**src/rtl/jpeg_enc_pingpong_ram_if.sv**
```systemverilog
// Producer/consumer signal bundle for the JPEG encoder ping-pong data-unit RAM.
// master = producer + consumer side, slave = the RAM.
interface jpeg_enc_pingpong_ram_if #(
  parameter int unsigned DATA_W = 8,
  parameter int unsigned ADDR_W = 8
);
  logic              wr_en;
  logic [ADDR_W-1:0] wr_addr;
  logic [DATA_W-1:0] wr_data;
  logic              wr_commit;
  logic              wr_ready;
  logic              rd_en;
  logic [ADDR_W-1:0] rd_addr;
  logic [DATA_W-1:0] rd_data;
  logic              rd_data_valid;
  logic              rd_avail;
  logic              rd_release;
  logic [1:0]        bank_full_cnt;
  logic              err;

  modport master (
    output wr_en, wr_addr, wr_data, wr_commit, rd_en, rd_addr, rd_release,
    input  wr_ready, rd_data, rd_data_valid, rd_avail, bank_full_cnt, err
  );

  modport slave (
    input  wr_en, wr_addr, wr_data, wr_commit, rd_en, rd_addr, rd_release,
    output wr_ready, rd_data, rd_data_valid, rd_avail, bank_full_cnt, err
  );
endinterface

```
**src/rtl/jpeg_enc_pingpong_ram.sv**
```systemverilog
// Double-buffered data-unit RAM: producer fills one bank while the DCT reads the other.
// Banks move FREE -> FULL on commit and FULL -> FREE on release, consumed in commit order.
module jpeg_enc_pingpong_ram #(
  parameter int unsigned DATA_W = 8,
  parameter int unsigned DEPTH  = 192,
  parameter int unsigned ADDR_W = 8
) (
  input logic                    clk,
  input logic                    reset_n,
  jpeg_enc_pingpong_ram_if.slave bus
);

  localparam logic [ADDR_W:0] DepthW = DEPTH[ADDR_W:0];

  logic [DATA_W-1:0] mem [2][DEPTH];

  logic [1:0]        full_q, full_d;
  logic              wbank_q, wbank_d;
  logic              rbank_q, rbank_d;
  logic [DATA_W-1:0] rd_data_q, rd_data_d;
  logic              rd_valid_q, rd_valid_d;
  logic              err_q, err_d;

  logic wr_ready, rd_avail;
  logic wr_addr_ok, rd_addr_ok;
  logic wr_ok, commit_ok, release_ok, rd_ok;

  assign wr_ready   = ~full_q[wbank_q];
  assign rd_avail   = full_q[rbank_q];
  assign wr_addr_ok = {1'b0, bus.wr_addr} < DepthW;
  assign rd_addr_ok = {1'b0, bus.rd_addr} < DepthW;
  assign wr_ok      = bus.wr_en & wr_ready & wr_addr_ok;
  assign commit_ok  = bus.wr_commit & wr_ready;
  assign release_ok = bus.rd_release & rd_avail;
  assign rd_ok      = bus.rd_en & rd_avail;

  always_comb begin
    full_d     = full_q;
    wbank_d    = wbank_q;
    rbank_d    = rbank_q;
    rd_data_d  = rd_data_q;
    rd_valid_d = 1'b0;
    err_d      = err_q;

    // Commit and release can only coincide on different banks: one is FREE, the other FULL.
    if (commit_ok) begin
      full_d[wbank_q] = 1'b1;
      wbank_d         = ~wbank_q;
    end
    if (release_ok) begin
      full_d[rbank_q] = 1'b0;
      rbank_d         = ~rbank_q;
    end

    if (rd_ok) begin
      rd_valid_d = 1'b1;
      rd_data_d  = rd_addr_ok ? mem[rbank_q][bus.rd_addr] : '0;
    end

    if ((bus.wr_en & ~(wr_ready & wr_addr_ok)) |
        (bus.wr_commit & ~wr_ready) |
        (bus.rd_en & ~(rd_avail & rd_addr_ok)) |
        (bus.rd_release & ~rd_avail)) begin
      err_d = 1'b1;
    end
  end

  always_ff @(posedge clk or negedge reset_n) begin
    if (!reset_n) begin
      full_q     <= 2'b00;
      wbank_q    <= 1'b0;
      rbank_q    <= 1'b0;
      rd_data_q  <= '0;
      rd_valid_q <= 1'b0;
      err_q      <= 1'b0;
    end else begin
      full_q     <= full_d;
      wbank_q    <= wbank_d;
      rbank_q    <= rbank_d;
      rd_data_q  <= rd_data_d;
      rd_valid_q <= rd_valid_d;
      err_q      <= err_d;
    end
  end

  // Storage is deliberately not reset.
  always_ff @(posedge clk) begin
    if (wr_ok) begin
      mem[wbank_q][bus.wr_addr] <= bus.wr_data;
    end
  end

  assign bus.wr_ready      = wr_ready;
  assign bus.rd_avail      = rd_avail;
  assign bus.rd_data       = rd_data_q;
  assign bus.rd_data_valid = rd_valid_q;
  assign bus.err           = err_q;
  assign bus.bank_full_cnt = {1'b0, full_q[0]} + {1'b0, full_q[1]};

endmodule

```
**src/flat_wrapper.sv**
```systemverilog
// flat-port wrapper written by rule: the top's interface ports become plain ports
module jpeg_enc_pingpong_ram_flat 
#(
  parameter int unsigned DATA_W = 8,
  parameter int unsigned DEPTH  = 192,
  parameter int unsigned ADDR_W = 8
)
  (clk, reset_n, bus_wr_en, bus_wr_addr, bus_wr_data, bus_wr_commit, bus_rd_en, bus_rd_addr, bus_rd_release, bus_wr_ready, bus_rd_data, bus_rd_data_valid, bus_rd_avail, bus_bank_full_cnt, bus_err);
  jpeg_enc_pingpong_ram_if #(.DATA_W(DATA_W), .ADDR_W(ADDR_W)) bus_i ();
  input logic clk;
  input logic reset_n;
  input wire logic [$bits(bus_i.wr_en)-1:0] bus_wr_en;
  input wire logic [$bits(bus_i.wr_addr)-1:0] bus_wr_addr;
  input wire logic [$bits(bus_i.wr_data)-1:0] bus_wr_data;
  input wire logic [$bits(bus_i.wr_commit)-1:0] bus_wr_commit;
  input wire logic [$bits(bus_i.rd_en)-1:0] bus_rd_en;
  input wire logic [$bits(bus_i.rd_addr)-1:0] bus_rd_addr;
  input wire logic [$bits(bus_i.rd_release)-1:0] bus_rd_release;
  output wire logic [$bits(bus_i.wr_ready)-1:0] bus_wr_ready;
  output wire logic [$bits(bus_i.rd_data)-1:0] bus_rd_data;
  output wire logic [$bits(bus_i.rd_data_valid)-1:0] bus_rd_data_valid;
  output wire logic [$bits(bus_i.rd_avail)-1:0] bus_rd_avail;
  output wire logic [$bits(bus_i.bank_full_cnt)-1:0] bus_bank_full_cnt;
  output wire logic [$bits(bus_i.err)-1:0] bus_err;
  assign bus_i.wr_en = bus_wr_en;
  assign bus_i.wr_addr = bus_wr_addr;
  assign bus_i.wr_data = bus_wr_data;
  assign bus_i.wr_commit = bus_wr_commit;
  assign bus_i.rd_en = bus_rd_en;
  assign bus_i.rd_addr = bus_rd_addr;
  assign bus_i.rd_release = bus_rd_release;
  assign bus_wr_ready = bus_i.wr_ready;
  assign bus_rd_data = bus_i.rd_data;
  assign bus_rd_data_valid = bus_i.rd_data_valid;
  assign bus_rd_avail = bus_i.rd_avail;
  assign bus_bank_full_cnt = bus_i.bank_full_cnt;
  assign bus_err = bus_i.err;
  jpeg_enc_pingpong_ram #(.DATA_W(DATA_W), .DEPTH(DEPTH), .ADDR_W(ADDR_W)) u_core (.clk(clk), .reset_n(reset_n), .bus(bus_i));
endmodule
```
**config.mk**
```make
export PLATFORM = sky130hd
export DESIGN_NAME = jpeg_enc_pingpong_ram_flat
export DESIGN_NICKNAME = d
export VERILOG_FILES = /design/src/rtl/jpeg_enc_pingpong_ram_if.sv /design/src/rtl/jpeg_enc_pingpong_ram.sv /design/src/flat_wrapper.sv
export SDC_FILE = /design/constraint.sdc
export NUM_CORES = 2
export LEC_CHECK = 0
export CORE_MARGIN = 1
export CORE_UTILIZATION = 45
export DETAILED_ROUTE_END_ITERATION = 10
export PLACE_DENSITY = 0.7
export SETUP_SLACK_MARGIN = 0.5
export SYNTH_ARGS = -nofsm -noshare
export SYNTH_HDL_FRONTEND = slang
export SYNTH_SLANG_ARGS = --single-unit
export TNS_END_PERCENT = 50
```
**constraint.sdc**
```tcl
create_clock -name clk -period 2.9 [get_ports clk]
set_input_delay 0.58 -clock clk [delete_from_list [all_inputs] [get_ports clk]]
set_output_delay 0.58 -clock clk [all_outputs]
set_load 0.01 [all_outputs]
```
==> flow_results.org <==
** Outcome
- Status :: finished, violations left
- Failing checks :: setup timing

** STA
- The hold violation count in the final report came to 0.
- Worst slew slack as a fraction of its limit :: 42.63%
- Min cycle time layout :: 3.237 ns
- Largest clock skew in the final design :: 0.05863 ns
- Pins Over Slew Limit :: 0
- Setup Viol. Count Final :: 9
- Setup slack on the critical path of the routed design comes to -0.3375 ns.
- Fmax achieved :: 0.3089 GHz
- Unrepaired setup endpoints after global routing :: yes
- Pin slew with the least headroom to its limit :: 0.8605 ns
- Fraction of the cycle the final worst path needs :: 111.6%

** Clock tree
- For this design, the sink count on the clock tree is 3,086.
- H-tree depth :: 5
- TritonCTS built the clock tree.
- Worst-path clk slew :: 0.06 ns
- The clock passes through at most 4 buffers.
- Clock Root Buffer :: clkbuf_16
- TritonCTS created 323 clock buffers.
- Clk Latency, worst-skew pair :: 0.95 ns

** Route
- After detailed routing, the number of vias per cell comes to 6.031.
- The pre-antenna-repair detailed-routing pass consisted of 5 iterations.
- Once detail routing completed, the nets flagged for antenna violations numbered 0.
- After detailed routing, the number of remaining DRC violations is 0.
- For this block, the via count after detailed routing is 63,440.
- In the final routed layout, each cell accounts on average for 30.68 um.
- The first routing iteration left 7,737 violations.
- The final layout contains routed wiring with a total length of 322,800 um.

** Layout
- Layout Utilization :: 56.12%
- In the final layout, the share of cells above drive strength 1 is 37.64%.
- Total number of nets in the final design :: 6,778
- Most frequent cells in the layout :: edfxtp_1, mux4_2, buf_4
- The area growth from synthesis to layout is 23.93%.
- Most common cell after layout, fill and taps aside :: edfxtp_1

** Pwr
- In this run the power density over the cells is 750.4 mW/mm^2.
- Sequential share of power :: 44.2%
- Per report_power, the clock group accounts for 34.8% of the total.
- The worst-case IR drop observed on VDD is 651.8 uV.
- Net switching is 24.88% of the power.
- Internal power :: 83.93 mW
- For this design the static power due to leakage is 48.41 nW.
- Pwr Total :: 111.7 mW
- Per report_power, the combinational group accounts for 21.0% of the total.
- Switching power :: 27.80 mW

** Floorplanning
- Top-level port count :: 44
- Count of standard-cell rows :: 189
- The floorplan step defined a die boundary enclosing 0.2691 sq mm.
- The floorplan step defined a core boundary enclosing 0.2653 sq mm.
- Measured along the y axis, the die boundary spans 518.7 um.
- Die Width :: 518.7 um
- For this configuration, the core starts out at a cell density of 45.28%.

** Placed design
- The congestion estimate from routability-driven global placement came to 0.8740.
- Detailed placement ended at an HPWL of 200,200 um.
- Buffers placed on the I/O ports in this run total 43.

** Global routing
- Antenna violations before repair :: 10
- Entering global routing, the biggest net connects 123 pins.
- Global routing used 23.40% of the available tracks across all layers.
- The number of global-route vias before repair is 63,260.
- The total overflow left after global routing is 0.
- The first global-routing pass estimated 454,400 um of wire.

** Yosys
- Synthesis inferred 3,086 register bits.
- Biggest area consumer among synthesized cells :: edfxtp_1
- The synthesized netlist occupies a cell area of 0.1201 sq mm.
- Warnings from Yosys :: 0
- After synthesis, the cell types taking the most area are edfxtp_1, mux4_2, mux2i_1.
- Total nets after synthesis :: 5,676
- The share of synthesized area in the top cell type comes to 76.78%.
- Instance count of the mapped netlist :: 5,645
- Post-Synthesis Mean Instance Area :: 21.28 sq um
- Yosys cell types :: 60
- Primary flip-flop cell chosen by synthesis mapping :: edfxtp_1
- Post-synthesis async set-or-reset flop share :: 0.4537%
- Number of enable flip-flop cells after synthesis :: 3,072
- The share of the Yosys chip area taken by registers is 77.07%.

** Critical path
- STA classifies the critical path startpoint as a register.
- STA classifies the critical path endpoint as a register.
- Critical path required time :: 3.73 ns
- The setup path with the least slack is of type reg2reg.
- Peak fanout along the critical path :: 6
- Data arrives at the worst endpoint at 4.07 ns.

** Worst hold path
- Worst hold path type :: in2reg

** Flow run
- The tool flagged a number of max-cap violations equal to 0.
flip-flops by register name, summed over array words and instances (netlist names):
register	cells
u_core.full_q	2
u_core.bus.rd_data	8
u_core.rbank_q	1
u_core.mem	3072
u_core.bus.rd_data_valid	1
u_core.bus.err	1
u_core.wbank_q	1
worst max-delay path, stage by stage, from the launching register on:
cell and delay, ns:
dfrtp_4 0.46, buf_12 0.13, buf_16 0.14, buf_4 0.22, buf_16 0.17, mux4_2 0.51
mux4_2 0.60, a221oi_4 0.36, buf_4 0.17, nor3_2 0.05, o31a_1 0.28
timing repair:
action                                  in CTS  in global routing
gates cloned                                20                 13
endpoints found under the setup margin    3095               3089
hold endpoints to repair                    19                  0
pin swaps                                   98                115
resized for setup                          362                258
hold buffers                                 2                  0
buffers inserted                            85                 67
metal layers:
layer,global-route usage (%),routed length (um),vias to the layer above
li1,-,-,25870
met2,38.12,158900,3585
met1,30.83,120300,33320
met3,4.515,29190,667
met5,0,0,-
met4,9.973,14330,0
Yosys cell counts (15+ instances only):
cell	count
edfxtp_1	3072
mux4_2	656
nor2_1	403
mux2i_1	375
clkbuf_1	135
nand2_1	131
a22oi_1	125
a21oi_1	84
buf_2	73
o22ai_1	59
a221oi_1	55
buf_6	52
nand3_1	42
buf_4	35
mux2_2	28
buf_1	25
a211oi_1	24
nor2b_1	24
o21ai_0	23
nor3_1	18
mux4_1	17
nand4_1	15
per-stage QoR:
step / TNS [ns] / setup WS (ns) / hold WS [ns] / std cells / cell area (sq um)
floorplan: 0 / 0.3755 / 0.2844 / 5645 / 122100
global placement: -16.63 / -1.009 / 0.6432 / 9768 / 134000
detailed placement: -51.27 / -1.097 / 0.6661 / 9768 / 134000
CTS: -1.509 / -0.1951 / 0.02773 / 10430 / 146700
global route: -2.591 / -0.4098 / 0.04744 / 10510 / 148900
finish: -2.239 / -0.3375 / 0.06830 / 10520 / 148900
worst paths after layout:
| path | startpoint | to | slack (ns) | cells after the start |
|---|---|---|---|---|
| hold reg to reg | u_core.bus.err | u_core.bus.err | 0.63 | 2 |
| setup reg to reg | u_core.rbank_q | u_core.bus.rd_data[2] | -0.34 | 10 |
| hold / removal | bus_wr_data[6] | u_core.mem[1][1134] | 0.07 | 1 |
| max in group asynchronous | reset_n | u_core.rbank_q | 2.01 | 3 |
| min in group asynchronous | reset_n | u_core.bus.rd_data_valid | 0.54 | 3 |
| setup / recovery | u_core.rbank_q | u_core.bus.rd_data[2] | -0.34 | 10 |
layout make-up:
type / count / area (sq um)
antenna: 9 / 22.52
clock buffer: 401 / 8513
clock inverter: 154 / 1230
fill: 18910 / 116400
inverter: 9 / 38.79
multi-input combinational: 2211 / 28480
sequential: 3086 / 92610
tap: 3533 / 4420
timing repair buffer: 1116 / 13580
logic make-up (layout without fill, tap and decap cells):
group | count (synthesis) | in the layout | synth area share (%)
simple gates | 692 | 692 | 2.457
flops | 3086 | 3086 | 77.07
mux | 1076 | 1076 | 16.05
other cells | 0 | 9 | 0
fa+ha+maj | 1 | 1 | 0.01041
buf+inv | 348 | 1680 | 1.796
compound gates | 442 | 442 | 2.612
power groups by stage:
stage          logic [mW]  clock network [mW]  registers (mW)
6_report             23.5                38.9            49.4
5_1_grt              24.5                40.9            49.3
4_1_cts              22.6                39.2            49.3
3_5_place_dp         19.7                   0            50.4
3_3_place_gp         19.6                   0            50.4
2_1_floorplan        13.3                   0            50.2
Power figures use the tool's default switching activity.
